<file path="config.mk">
export PLATFORM = sky130hd
export DESIGN_NAME = sin_rom_arb
export DESIGN_NICKNAME = d
export VERILOG_FILES = /design/src/rtl/sin_rom_arb.sv
export SDC_FILE = /design/constraint.sdc
export NUM_CORES = 1
export LEC_CHECK = 0
export CAP_MARGIN = 20
export CORE_ASPECT_RATIO = 1.75
export CORE_UTILIZATION = 30
export DETAILED_ROUTE_END_ITERATION = 12
export GPL_ROUTABILITY_DRIVEN = 0
export PLACE_DENSITY_LB_ADDON = 0.2
export SKIP_CTS_REPAIR_TIMING = 1
export SLEW_MARGIN = 0
export SYNTH_ARGS = -nofsm -noshare
export SYNTH_HDL_FRONTEND = slang
export SYNTH_SLANG_ARGS = --single-unit
</file>
<file path="constraint.sdc">
create_clock -name clk -period 2.67 [get_ports clk]
set_clock_uncertainty 0.05 [all_clocks]
set_input_delay 0.534 -clock clk [delete_from_list [all_inputs] [get_ports clk]]
set_output_delay 0.534 -clock clk [all_outputs]
set_load 0.05 [all_outputs]
</file>
<file path="src/rtl/sin_rom_arb.sv">
// Two-requester round-robin arbiter sharing one synchronous sine ROM; one read per cycle.
// Grant is combinational, response pulses 2 cycles after acceptance, no response backpressure.
module sin_rom_arb #(
  parameter int DATA_WIDTH = 16,
  parameter int ADDR_WIDTH = 9
) (
  input  logic                  clk,
  input  logic                  reset,
  input  logic                  req0_valid,
  input  logic [ADDR_WIDTH-1:0] req0_addr,
  output logic                  req0_ready,
  input  logic                  req1_valid,
  input  logic [ADDR_WIDTH-1:0] req1_addr,
  output logic                  req1_ready,
  output logic [ADDR_WIDTH-1:0] rom_addr,
  input  logic [DATA_WIDTH-1:0] rom_data,
  output logic                  rsp0_valid,
  output logic [DATA_WIDTH-1:0] rsp0_data,
  output logic                  rsp1_valid,
  output logic [DATA_WIDTH-1:0] rsp1_data
);

  logic w_grant_vld;
  logic w_grant_id;
  logic r_last_grant;
  logic r_tag_vld;
  logic r_tag_id;

  // On a tie the requester that did not win last time takes the slot.
  always_comb begin
    w_grant_vld = 1'b0;
    w_grant_id  = 1'b0;
    if (req0_valid && req1_valid) begin
      w_grant_vld = 1'b1;
      w_grant_id  = ~r_last_grant;
    end else if (req0_valid) begin
      w_grant_vld = 1'b1;
      w_grant_id  = 1'b0;
    end else if (req1_valid) begin
      w_grant_vld = 1'b1;
      w_grant_id  = 1'b1;
    end
  end

  assign req0_ready = w_grant_vld && !w_grant_id;
  assign req1_ready = w_grant_vld &&  w_grant_id;
  assign rom_addr   = !w_grant_vld ? '0 : (w_grant_id ? req1_addr : req0_addr);

  // Tag travels alongside the ROM's own address-to-data register stage.
  always_ff @(posedge clk or posedge reset) begin
    if (reset) begin
      r_last_grant <= 1'b1;
      r_tag_vld    <= 1'b0;
      r_tag_id     <= 1'b0;
    end else begin
      r_tag_vld <= w_grant_vld;
      r_tag_id  <= w_grant_id;
      if (w_grant_vld) begin
        r_last_grant <= w_grant_id;
      end
    end
  end

  always_ff @(posedge clk or posedge reset) begin
    if (reset) begin
      rsp0_valid <= 1'b0;
      rsp1_valid <= 1'b0;
      rsp0_data  <= '0;
      rsp1_data  <= '0;
    end else begin
      rsp0_valid <= r_tag_vld && !r_tag_id;
      rsp1_valid <= r_tag_vld &&  r_tag_id;
      if (r_tag_vld && !r_tag_id) begin
        rsp0_data <= rom_data;
      end
      if (r_tag_vld && r_tag_id) begin
        rsp1_data <= rom_data;
      end
    end
  end

endmodule

</file>
Word level (Yosys, flattened, before mapping)
Cells that the tools add are included.
{"block": "word_totals", "wordCells": 22, "input_bits": 38, "reg_bits": 37, "romBits": 0, "memories": 0, "ram_bits": 0, "output_inout_bits": 45, "latchBits": 0}
{"block": "op_classes", "n_reduce_logical": 7, "n_eq_ne": 0, "mul": 0, "n_bitwise": 1, "n_mux": 7, "n_shift": 0, "order_cmp": 0, "div": 0, "n_addsub": 0}
{"op": "2-to-1 mux 9 bit", "n": 2}
{"op": "logical AND 1 bit", "n": 5}
{"op": "2-to-1 mux 1 bit", "n": 5}
{"op": "zero test 1 bit", "n": 2}
{"op": "NOT 1 bit", "n": 1}

Depth between registers and ports, before layout
{"block": "depth", "word_depth": 5, "depth_mapped": 4, "depth_no_buf": 2}

Least setup slack after synthesis
OpenSTA, ideal clock, no wires.
{"block": "synth_path", "kind": "input to output", "start": "in req0_valid", "end": "out req1_ready", "n_path_buf": 1, "t_arrival_ns": 1.843, "cell_stages": 2, "required_ns": 2.086, "path_slack_ns": 0.243, "path_cell_list": "clkbuf_1 > a21boi_0"}
{"block": "synth_between", "elab_chain_cells": 3, "word_cells_on_any_way": 6, "classes_between": "mux: 4; reduce/logical: 2"}
{"element": "start, declared", "line": "9", "text": "input logic req0_valid,"}
{"element": "2-to-1 mux 1 bit / logical AND 1 bit (equally long branches)", "line": "36, 33"}
{"element": "2-to-1 mux 1 bit", "line": "33", "text": "if (req0_valid && req1_valid) begin"}
{"element": "logical AND 1 bit *", "line": "46", "text": "assign req1_ready = w_grant_vld && w_grant_id;"}
{"element": "end, declared", "line": "14", "text": "output logic req1_ready,"}
Mark *: on every way between the ends. The rest lies on a longest branch, timed or not.

Worst setup path in the final report
{"block": "layout_path", "start": "in req1_valid", "end": "out rom_addr[3]"}
{"block": "layout_between", "elab_chain_cells": 5, "word_cells_on_any_way": 8, "classes_between": "mux: 7; reduce/logical: 1"}
{"element": "start, declared", "line": "12", "text": "input logic req1_valid,"}
{"element": "2-to-1 mux 1 bit", "line": "39", "text": "end else if (req1_valid) begin"}
{"element": "2-to-1 mux 1 bit", "line": "36", "text": "end else if (req0_valid) begin"}
{"element": "2-to-1 mux 1 bit *", "line": "33"}
{"element": "net w_grant_id", "line": "24", "text": "logic w_grant_id;"}
{"element": "2-to-1 mux 9 bit * (2 in series)", "line": "47", "text": "assign rom_addr = !w_grant_vld ? '0 : (w_grant_id ? req1_addr : req0_addr);"}
{"element": "end, declared", "line": "15", "text": "output logic [ADDR_WIDTH-1:0] rom_addr,"}
Mark *: on every way through the listed nets, which the timed path passes. The rest lies on a longest branch.

==> impl_metrics.tcl <==
set metrics [dict create \
    dieArea_um2 5390 \
    cp.required_ps 2090 \
    drive_gt1_share_pct 30.1 \
    synth_cell_types 18 \
    nets 220 \
    power_density_nw_per_um2 744 \
    ys_async_sr_fraction_pct 100 \
    critPathMaxFanout 10 \
    grt_pass1_wl_um 5920 \
    final_cell_mix "clkdlybuf4s50_1 (71), dfrtp_1 (36), mux2_2 (23), buf_12 (11)" \
    htreeDepth 2 \
    synth-simple-area-share_pct 2.30 \
    critPathTopFamily "buffers and inverters" \
    yosysSeqAreaShare_pct 60.7 \
    slew_viol_final 0 \
    synth_edf_count 0 \
    detail_route.wirelength_um 3600 \
    rsz0062_at_grt "false" \
    p_total_mw 1.92 \
    crit_type "in -> out" \
    worst_path_max_delay_cell "clkdlybuf4s50_1" \
    ir_drop_mv 0.492 \
    final_common_cell "clkdlybuf4s50_1" \
    num_vias 1133 \
    die_h_um 96.4 \
    cap_viol_max_count 0 \
    endpoint_kind "output port" \
    die_x_um 55.9 \
    ys_ff_latch 37 \
    critPathLaunchType "input pin" \
    yosysWarnings 0 \
    synth_nets 133 \
    ys.flop_type "dfrtp_1" \
    run_status "completed" \
    critical_path_buf_inv_count 2 \
    p_leak_nw 1.09 \
    clock_sinks 37 \
    hpwl_um 2820 \
    antenna_found_initial 0 \
    layout_worst_path_cycle_share_pct 93.0 \
    slowest_delay_ps 540 \
    area.growth.synth_to_final_pct 69.2 \
    crit_chain "clkdlybuf4s50_1, a21boi_2, a32o_1, buf_12" \
    first_iter_violations 15 \
    grt_usage_pct 14.5 \
    detail_route.drc_violations 0 \
    netlist_instances 95 \
    n_fill_cell 447 \
    finalHoldViolCount 0 \
    min_period_ps 2480 \
    max_slew_margin_pct 57.5 \
    path_clk_slew_ps 60 \
    setup_tns_ps 0 \
    synth_top_family_by_area "multiplexers" \
    core_um2 4930 \
    synthXorXnorAreaFrac_pct 0 \
    io_pins 83 \
    grt_max_degree 38 \
    cts_buffer_depth 2 \
    ant_nets 0 \
    rows 34 \
    avgRoutedWirePerCell_um 15.2 \
    synth_fa_ha_area_share_pct 0 \
    grt_pass1_vias 1219 \
    gr-total-overflow 0 \
    firstDrtPassIters 2 \
    cp.arrival_ps 1900 \
    synth_compound_area_share_pct 7.46 \
    cts_tree "yes" \
    clock_latency_ps 270 \
    hold_path_class "reg -> reg" \
    numPortBuffers 82 \
    via_per_inst 4.78 \
    tightestPinTransition_ps 637 \
    setup_viol 0 \
    numCtsBuffers 5 \
    synth_area_um2 1530 \
    n_antenna_cell 0 \
    max_freq_ghz 0.403 \
    synth_mux_area_share_pct 25.8 \
    avgSynthCellArea_um2 16.1 \
    root_buffer "clkbuf_8" \
    start_util_pct 30.9 \
]
[cells in the mapped netlist, types with 2 or more instances]
| cell type | instances | area (um^2) |
|---|---|---|
| dfrtp_1 | 36 | 901 |
| mux2_2 | 23 | 259 |
| a32o_1 | 9 | 90.1 |
| inv_1 | 3 | 11.3 |
| buf_2 | 2 | 10.0 |
| nand2b_1 | 2 | 12.5 |
| mux2_4 | 9 | 135 |
[registers in the layout (all words and copies together), names as in the netlist]
| signal | count |
|---|---|
| rsp0_valid | 1 |
| rsp1_data | 16 |
| r_tag_vld | 1 |
| rsp1_valid | 1 |
| rsp0_data | 16 |
| r_last_grant | 1 |
| r_tag_id | 1 |
[final timing paths]
check | start | cells past startpoint | slack [ps] | endpoint
max | req1_valid | 4 | 190 | rom_addr[3]
max reg2reg | r_tag_id$_DFF_PP0_ | 3 | 1010 | rsp0_data[1]$_DFFE_PP0P_
min reg2reg | rsp0_data[8]$_DFFE_PP0P_ | 1 | 450 | rsp0_data[8]$_DFFE_PP0P_
min in group asynchronous | reset | 3 | 610 | rsp0_data[3]$_DFFE_PP0P_
max in group asynchronous | reset | 3 | 1610 | r_last_grant$_DFFE_PP1P_
min | rsp0_data[8]$_DFFE_PP0P_ | 1 | 450 | rsp0_data[8]$_DFFE_PP0P_
[where the power goes]
part	total, mW	internal [mW]	leakage (nW)	switching (mW)
logic	0.865	0.357	0.619	0.508
clock network	0.355	0.185	0.0395	0.170
registers	0.701	0.654	0.431	0.0476
total	1.92	1.20	1.09	0.725
[final cells by class]
type,count,area (um^2),share of cell area (%)
timing repair buffer,85,953,36.9
sequential,37,927,35.9
multi-input combinational,50,543,21.0
clock buffer,8,80.1,3.10
tap,54,67.6,2.62
inverter,3,11.3,0.436
[through the flow]
stage / setup WS, ps / util, % / hold WS, ps / std cells / instance area (um^2)
2_1_floorplan: 243 / - / 440 / 95 / 1530
3_3_place_gp: 244 / 50.7 / 438 / 229 / 2500
3_5_place_dp: 164 / 50.7 / 442 / 229 / 2500
4_1_cts: 175 / 52.3 / 458 / 237 / 2580
5_1_grt: 87.0 / 52.3 / 473 / 237 / 2580
6_report: 186 / 52.3 / 454 / 237 / 2580
[cell families after synthesis]
kind of cell | Yosys count
buffers and inverters | 8
muxes | 32
AOI/OAI and AO/OA | 12
and+or+nand+nor | 6
DFF | 37
[metal layers]
metal  global-route usage, %  part of all wire, %
met1                    14.3                   33
met2                    27.2                   56
met4                    6.10                  1.8
met3                    5.11                  8.6
met5                       0                    0
No activity file was read; power rests on OpenSTA's default activity.
